===== src/rtl/digest_reader_pkg.sv =====
// Shared types and constants for the digest readout path: FSM state encoding
// and the word/byte geometry of the output data memory.
package digest_reader_pkg;

   typedef enum logic [2:0] {
      IDLE,
      REQ,
      WAIT,
      SEND,
      DONE
   } state_t;

   localparam int WORD_WIDTH            = 32;
   localparam int BYTES_PER_WORD        = 4;
   localparam int DEFAULT_OUTPUT_LENGTH = 8;
   localparam int DIGEST_BYTES          = BYTES_PER_WORD * DEFAULT_OUTPUT_LENGTH;

endpackage


===== src/rtl/digest_reader_word_serializer.sv =====
// Holds one 32-bit digest word and hands it out MSB-first, one symbol per
// accepted valid/ready beat, flagging the final symbol of the digest.
module digest_reader_word_serializer
   import digest_reader_pkg::*;
#(
   parameter int SYMBOL_WIDTH = 8
) (
   input  logic                    clk,
   input  logic                    reset,
   input  logic                    load,
   input  logic [WORD_WIDTH-1:0]   load_data,
   input  logic                    last_word,
   input  logic                    ready,
   output logic [SYMBOL_WIDTH-1:0] data,
   output logic                    valid,
   output logic                    last,
   output logic                    word_done
);

   localparam int CNT_WIDTH = $clog2(BYTES_PER_WORD);
   localparam logic [CNT_WIDTH-1:0] CNT_LAST = CNT_WIDTH'(BYTES_PER_WORD - 1);
   localparam logic [CNT_WIDTH-1:0] CNT_PREV = CNT_WIDTH'(BYTES_PER_WORD - 2);

   logic [WORD_WIDTH-1:0] shift_q;
   logic [CNT_WIDTH-1:0]  cnt_q;
   logic                  accept;

   // A beat transfers when valid && ready; ready alone has no effect.
   assign accept    = valid && ready;
   assign word_done = accept && (cnt_q == CNT_LAST);
   assign data      = shift_q[WORD_WIDTH-1 -: SYMBOL_WIDTH];

   always_ff @(posedge clk or negedge reset) begin
      if (!reset) begin
         shift_q <= '0;
         cnt_q   <= '0;
         valid   <= 1'b0;
         last    <= 1'b0;
      end else if (load) begin
         shift_q <= load_data;
         cnt_q   <= '0;
         valid   <= 1'b1;
         last    <= 1'b0;
      end else if (accept) begin
         shift_q <= shift_q << SYMBOL_WIDTH;
         cnt_q   <= cnt_q + 1'b1;
         // last rises as the final symbol of the final word comes up
         last    <= last_word && (cnt_q == CNT_PREV);
         if (cnt_q == CNT_LAST) begin
            valid <= 1'b0;
         end
      end
   end

endmodule


===== src/rtl/digest_reader.sv =====
// Reads the finished digest out of the output data memory after the hash core
// signals finish, and streams it as bytes over a valid/ready interface.
module digest_reader
   import digest_reader_pkg::*;
#(
   parameter  int OUTPUT_LENGTH = 8,
   parameter  int SYMBOL_WIDTH  = 8,
   localparam int ADDR_WIDTH    = (OUTPUT_LENGTH > 1) ? $clog2(OUTPUT_LENGTH) : 1
) (
   input  logic                    clk,
   input  logic                    reset,
   input  logic                    dut__xxx__finish,
   output logic [ADDR_WIDTH-1:0]   rdr__dom__address,
   output logic                    rdr__dom__enable,
   output logic                    rdr__dom__write,
   input  logic [WORD_WIDTH-1:0]   dom__rdr__data,
   output logic [SYMBOL_WIDTH-1:0] out_data,
   output logic                    out_valid,
   input  logic                    out_ready,
   output logic                    out_last,
   output logic                    busy,
   output logic                    done
);

   localparam logic [ADDR_WIDTH-1:0] LAST_WORD = ADDR_WIDTH'(OUTPUT_LENGTH - 1);

   state_t                state, state_nx;
   logic [ADDR_WIDTH-1:0] word_idx, word_idx_nx;
   logic                  word_done;

   assign rdr__dom__write = 1'b0;

   always_comb begin
      state_nx    = state;
      word_idx_nx = word_idx;
      case (state)
         IDLE: begin
            if (dut__xxx__finish) begin
               state_nx    = REQ;
               word_idx_nx = '0;
            end
         end
         REQ:  state_nx = WAIT;
         WAIT: state_nx = SEND;
         SEND: begin
            if (word_done) begin
               if (word_idx == LAST_WORD) begin
                  state_nx = DONE;
               end else begin
                  state_nx    = REQ;
                  word_idx_nx = word_idx + 1'b1;
               end
            end
         end
         DONE:    state_nx = IDLE;
         default: state_nx = IDLE;
      endcase
   end

   // Outputs are registered from the next state; done lands on the cycle
   // DONE is left, which is also the first cycle busy is low again.
   always_ff @(posedge clk or negedge reset) begin
      if (!reset) begin
         state             <= IDLE;
         word_idx          <= '0;
         rdr__dom__enable  <= 1'b0;
         rdr__dom__address <= '0;
         busy              <= 1'b0;
         done              <= 1'b0;
      end else begin
         state             <= state_nx;
         word_idx          <= word_idx_nx;
         rdr__dom__enable  <= (state_nx == REQ);
         rdr__dom__address <= (state_nx == REQ) ? word_idx_nx : '0;
         busy              <= (state_nx != IDLE);
         done              <= (state == DONE);
      end
   end

   // Read data is valid the cycle after enable, i.e. during WAIT.
   digest_reader_word_serializer #(
      .SYMBOL_WIDTH (SYMBOL_WIDTH)
   ) u_word_serializer (
      .clk       (clk),
      .reset     (reset),
      .load      (state == WAIT),
      .load_data (dom__rdr__data),
      .last_word (word_idx == LAST_WORD),
      .ready     (out_ready),
      .data      (out_data),
      .valid     (out_valid),
      .last      (out_last),
      .word_done (word_done)
   );

endmodule


===== config.mk =====
export PLATFORM = sky130hd
export DESIGN_NAME = digest_reader
export DESIGN_NICKNAME = d
export VERILOG_FILES = /design/src/rtl/digest_reader_pkg.sv /design/src/rtl/digest_reader_word_serializer.sv /design/src/rtl/digest_reader.sv
export SDC_FILE = /design/constraint.sdc
export NUM_CORES = 1
export LEC_CHECK = 0
export BUFFER_PORTS_ARGS = -buffer_cell sky130_fd_sc_hd__buf_2
export CORE_UTILIZATION = 58
export DETAILED_ROUTE_END_ITERATION = 8
export PLACE_DENSITY = 0.89
export SLEW_MARGIN = 0
export SYNTH_ARGS = -nofsm -noshare
export SYNTH_HDL_FRONTEND = slang
export SYNTH_HIERARCHICAL = 1
export SYNTH_SLANG_ARGS = --single-unit

===== constraint.sdc =====
create_clock -name clk -period 2.3 [get_ports clk]
set_clock_uncertainty 0.05 [all_clocks]
set_input_delay 0.115 -clock clk [delete_from_list [all_inputs] [get_ports clk]]
set_output_delay 0.115 -clock clk [all_outputs]
set_load 0.01 [all_outputs]

==> flow_summary.html <==
<table>
<tr><th>Metric</th><th>Value</th></tr>
<tr><th colspan="2">Route</th></tr>
<tr><td>Post-detailed-route wirelength per cell</td><td>14.5 µm</td></tr>
<tr><td>Uppermost layer routed</td><td>met4</td></tr>
<tr><td>Mean number of vias per cell</td><td>5.48</td></tr>
<tr><td>DRT antenna net count</td><td>0</td></tr>
<tr><td>Routed wl met2</td><td>2510 µm</td></tr>
<tr><td>Detailed-router iteration count before antenna repair</td><td>5</td></tr>
<tr><td>Wire length the detailed router placed on met1</td><td>2250 µm</td></tr>
<tr><td>Detailed Route Iter0 Violations</td><td>203</td></tr>
<tr><td>Vias</td><td>1940</td></tr>
<tr><td>Sum of met3 wire segment lengths after detailed routing</td><td>269 µm</td></tr>
<tr><td>Remaining DRCs</td><td>0</td></tr>
<tr><td>Routed wire length</td><td>5140 µm</td></tr>
<tr><th colspan="2">CTS</th></tr>
<tr><td># hold bufs at CTS</td><td>28</td></tr>
<tr><td>Number of buffers added by the clock tree synthesis step</td><td>5</td></tr>
<tr><td>CTS tree</td><td>built</td></tr>
<tr><td>Clock-pin slew reported for the worst setup and hold paths after clock tree synthesis</td><td>0.08 ns</td></tr>
<tr><td>Cts repair resizes</td><td>0</td></tr>
<tr><td>Post-CTS setup buffer count</td><td>0</td></tr>
<tr><td>Level count of the clock H-tree</td><td>2</td></tr>
<tr><td>Clock root buffer master</td><td>sky130_fd_sc_hd__clkbuf_8</td></tr>
<tr><td>Total number of clock tree sinks</td><td>48</td></tr>
<tr><td>Maximum buffer depth of the clock tree</td><td>2</td></tr>
<tr><td>Clk_lat worst skew</td><td>0.31 ns</td></tr>
<tr><th colspan="2">Placement</th></tr>
<tr><td>Post-place setup slack</td><td>0.707 ns</td></tr>
<tr><td>Final HPWL DP</td><td>3040 µm</td></tr>
<tr><td>Number of port buffers</td><td>51</td></tr>
<tr><td>Final RePlAce weighted congestion</td><td>0.769</td></tr>
<tr><th colspan="2">Finish</th></tr>
<tr><td>Inserted Diodes</td><td>0</td></tr>
<tr><td>Final-stage net count</td><td>342</td></tr>
<tr><td>Fillcell total</td><td>281</td></tr>
<tr><td>Final Util</td><td>74.8%</td></tr>
<tr><td>Most common cell after layout, fill and taps aside</td><td>sky130_fd_sc_hd__buf_2</td></tr>
<tr><td>Most frequent cells in the layout</td><td>sky130_fd_sc_hd__buf_2, sky130_fd_sc_hd__dfrtp_1, sky130_fd_sc_hd__nand2_1, sky130_fd_sc_hd__dlygate4sd3_1</td></tr>
<tr><td>Fraction of final layout cells with drive strength greater than 1</td><td>24.7%</td></tr>
<tr><td>Relative area change from synthesis to final layout</td><td>21.6%</td></tr>
<tr><th colspan="2">Floorplan</th></tr>
<tr><td>Die area</td><td>4570 µm²</td></tr>
<tr><td>Die W</td><td>67.6 µm</td></tr>
<tr><td>Die height</td><td>67.6 µm</td></tr>
<tr><td>Area of the placeable core</td><td>4060 µm²</td></tr>
<tr><td>Number of rows in the core area</td><td>23</td></tr>
<tr><td>Starting utilization of the core area</td><td>61.5%</td></tr>
<tr><td>Number of top-level pins</td><td>53</td></tr>
<tr><th colspan="2">Min path</th></tr>
<tr><td>Tightest Hold Check Type</td><td>input pin to flop</td></tr>
<tr><td>Source of the worst hold timing path</td><td>dom__rdr__data[17]</td></tr>
<tr><th colspan="2">Logic synthesis</th></tr>
<tr><td>Share of synthesized registers carrying an async set or reset</td><td>100%</td></tr>
<tr><td>Number of distinct library cells after synthesis</td><td>36</td></tr>
<tr><td>Number of warnings issued by yosys</td><td>6</td></tr>
<tr><td>Number of flops mapped to enable cells by yosys</td><td>0</td></tr>
<tr><td>Netlist area before placement</td><td>2500 µm²</td></tr>
<tr><td>Post-Syn Instances</td><td>244</td></tr>
<tr><td>#FFs+latches synth</td><td>48</td></tr>
<tr><td>Dominant synthesized flop cell</td><td>sky130_fd_sc_hd__dfrtp_1</td></tr>
<tr><td>Proportion of synthesized chip area in sequential cells</td><td>48.1%</td></tr>
<tr><td>Number of nets produced by synthesis</td><td>283</td></tr>
<tr><td>Post-synthesis area per instance</td><td>10.2 µm²</td></tr>
<tr><th colspan="2">Job</th></tr>
<tr><td>Total of max-cap violations</td><td>0</td></tr>
<tr><th colspan="2">Critical path</th></tr>
<tr><td>Worst stage delay on the critical path</td><td>0.41 ns</td></tr>
<tr><td>Startpoint of the worst-slack reg-to-reg timing path</td><td>u_word_serializer/cnt_q[0]</td></tr>
<tr><td>Setup crit start</td><td>u_word_serializer/cnt_q[0]</td></tr>
<tr><td>Critical path data required time</td><td>2.45 ns</td></tr>
<tr><td>Cell repeated most along the worst path</td><td>sky130_fd_sc_hd__and3_1</td></tr>
<tr><td>Kind of launch point of the worst setup path</td><td>flop</td></tr>
<tr><td>Type of the worst setup path</td><td>flop to flop</td></tr>
<tr><td>Register-to-register setup slack</td><td>0.69 ns</td></tr>
<tr><td>Critical path capture point type</td><td>flop</td></tr>
<tr><td>Critical Path, Cell by Cell</td><td>ha_1 &gt; and3_1 &gt; and4b_1 &gt; and3_1 &gt; a31o_1</td></tr>
<tr><td>Endpoint of the most critical register-to-register path</td><td>word_idx[1]</td></tr>
<tr><td>Endpoint of the most critical setup path</td><td>word_idx[1]</td></tr>
<tr><td>Library cell contributing the largest single delay on the critical path</td><td>sky130_fd_sc_hd__dfrtp_1</td></tr>
<tr><td>Worst r2r path cells</td><td>5</td></tr>
<tr><td>Worst path arrival time</td><td>1.76 ns</td></tr>
<tr><td>Top fanout value on the critical path</td><td>4</td></tr>
<tr><th colspan="2">Power</th></tr>
<tr><td>Leakage component of the power</td><td>0.00135 µW</td></tr>
<tr><td>Power density over the cells</td><td>860 nW/µm²</td></tr>
<tr><td>Post-route total power</td><td>2610 µW</td></tr>
<tr><td>Worst IR drop on VDD</td><td>0.000475 V</td></tr>
<tr><th colspan="2">STA</th></tr>
<tr><td>Max Clk Rate</td><td>0.620 GHz</td></tr>
<tr><td>Final hold violations</td><td>0</td></tr>
<tr><td>Least setup slack across all paths after layout</td><td>0.688 ns</td></tr>
<tr><td>Hold WS</td><td>0.00780 ns</td></tr>
<tr><td>Pins Over Slew Limit</td><td>0</td></tr>
<tr><td>Setup repair after global routing missed its margin</td><td>no</td></tr>
<tr><td>Final Cycle Share</td><td>70.1%</td></tr>
<tr><td>Tightest Pin Transition</td><td>0.578 ns</td></tr>
<tr><td>Final setup TNS</td><td>0 ns</td></tr>
<tr><td>Count of endpoints failing setup in the final report</td><td>0</td></tr>
<tr><td>Period minus WS final</td><td>1.61 ns</td></tr>
<tr><td>Slew headroom</td><td>61.5%</td></tr>
<tr><th colspan="2">Global routing</th></tr>
<tr><td>Global-route total usage across every layer</td><td>25.5%</td></tr>
<tr><td>Via count of the first global-routing pass</td><td>1803</td></tr>
<tr><td>Global-route wire length before repair</td><td>8400 µm</td></tr>
<tr><td>Antenna violations before repair</td><td>0</td></tr>
<tr><td>Largest net degree at the start of global routing</td><td>93</td></tr>
<tr><td>Remaining Overflow, GRT</td><td>0</td></tr>
<tr><th colspan="2">Run status</th></tr>
<tr><td>Run status</td><td>completed</td></tr>
</table>
registers in the layout (all words and copies together) (netlist names):
name,flops
u_word_serializer/shift_q,32
u_word_serializer/cnt_q,2
state,3
rdr__dom__address,3
u_word_serializer/last,1
rdr__dom__enable,1
word_idx,3
busy,1
u_word_serializer/valid,1
done,1
Yosys cell counts (all sizes together), types with 2 or more instances:
| cell type | number | area, µm² |
|---|---|---|
| nand4b | 25 | 219 |
| clkbuf | 3 | 12.5 |
| and3 | 2 | 12.5 |
| nor3b | 2 | 15.0 |
| a21bo | 3 | 30.0 |
| a21oi | 4 | 20.0 |
| nand3b | 2 | 15.0 |
| o311ai | 8 | 115 |
| buf | 29 | 191 |
| o211ai | 16 | 120 |
| nand2b | 25 | 156 |
| o21ai | 10 | 53.8 |
| inv | 10 | 37.5 |
| nor2 | 4 | 15.0 |
| dfrtp | 48 | 1200 |
| and2 | 2 | 15.0 |
| nand2 | 36 | 135 |
| a21o | 2 | 15.0 |
| ha | 3 | 37.5 |
worst max-delay path: cells and delay by family, from the launching register on:
| family | cells | cell delay [ns] |
|---|---|---|
| flops | 1 | 0.41 |
| simple gates | 3 | 0.66 |
| fa+ha+maj | 1 | 0.21 |
| compound gates | 1 | 0.18 |
routing by layer:
layer	vias to the layer above	GRT usage [%]
li1	957	-
met1	912	33.6
met2	61	39.2
met3	10	7.09
met4	0	10.4
met5	-	0
through the flow:
step                      cells  area (µm²)
after floorplan             244        2500
after detailed placement    318        2670
after CTS                   354        3040
after global placement      318        2670
after global routing        354        3040
final                       354        3040
layout make-up:
class / count / area (µm²) / share of cell area [%]
inverter: 10 / 37.5 / 1.24
timing repair buffer: 84 / 586 / 19.3
tap: 50 / 62.6 / 2.06
clock buffer: 8 / 90.1 / 2.97
multi-input combinational: 154 / 1060 / 34.9
sequential: 48 / 1200 / 39.6
where the power goes:
| part | switching [µW] | internal (µW) |
|---|---|---|
| Sequential | 168 | 1110 |
| Combinational | 423 | 399 |
| Clock | 270 | 245 |
kinds of logic (layout without fill, tap and decap cells):
group / Yosys count / count (layout) / synth area share, %
muxes: 1 / 1 / 0.401
and+or+nand+nor: 102 / 102 / 24.7
xor gates and xnor gates: 1 / 1 / 0.351
other: 1 / 1 / 0.150
adders and majority gates: 3 / 3 / 1.50
DFF: 48 / 48 / 48.1
AOI/OAI and AO/OA: 46 / 46 / 15.1
buffers and inverters: 42 / 102 / 9.67
worst min-delay path by stage:
stage / endpoint / cells past startpoint
3_3_place_gp: rdr__dom__enable / 1
6_report: u_word_serializer/shift_q[17] / 3
5_1_grt: u_word_serializer/shift_q[17] / 3
3_5_place_dp: rdr__dom__address[0] / 1
2_1_floorplan: busy / 0
4_1_cts: u_word_serializer/shift_q[17] / 3
No activity file was read; power rests on OpenSTA's default activity.
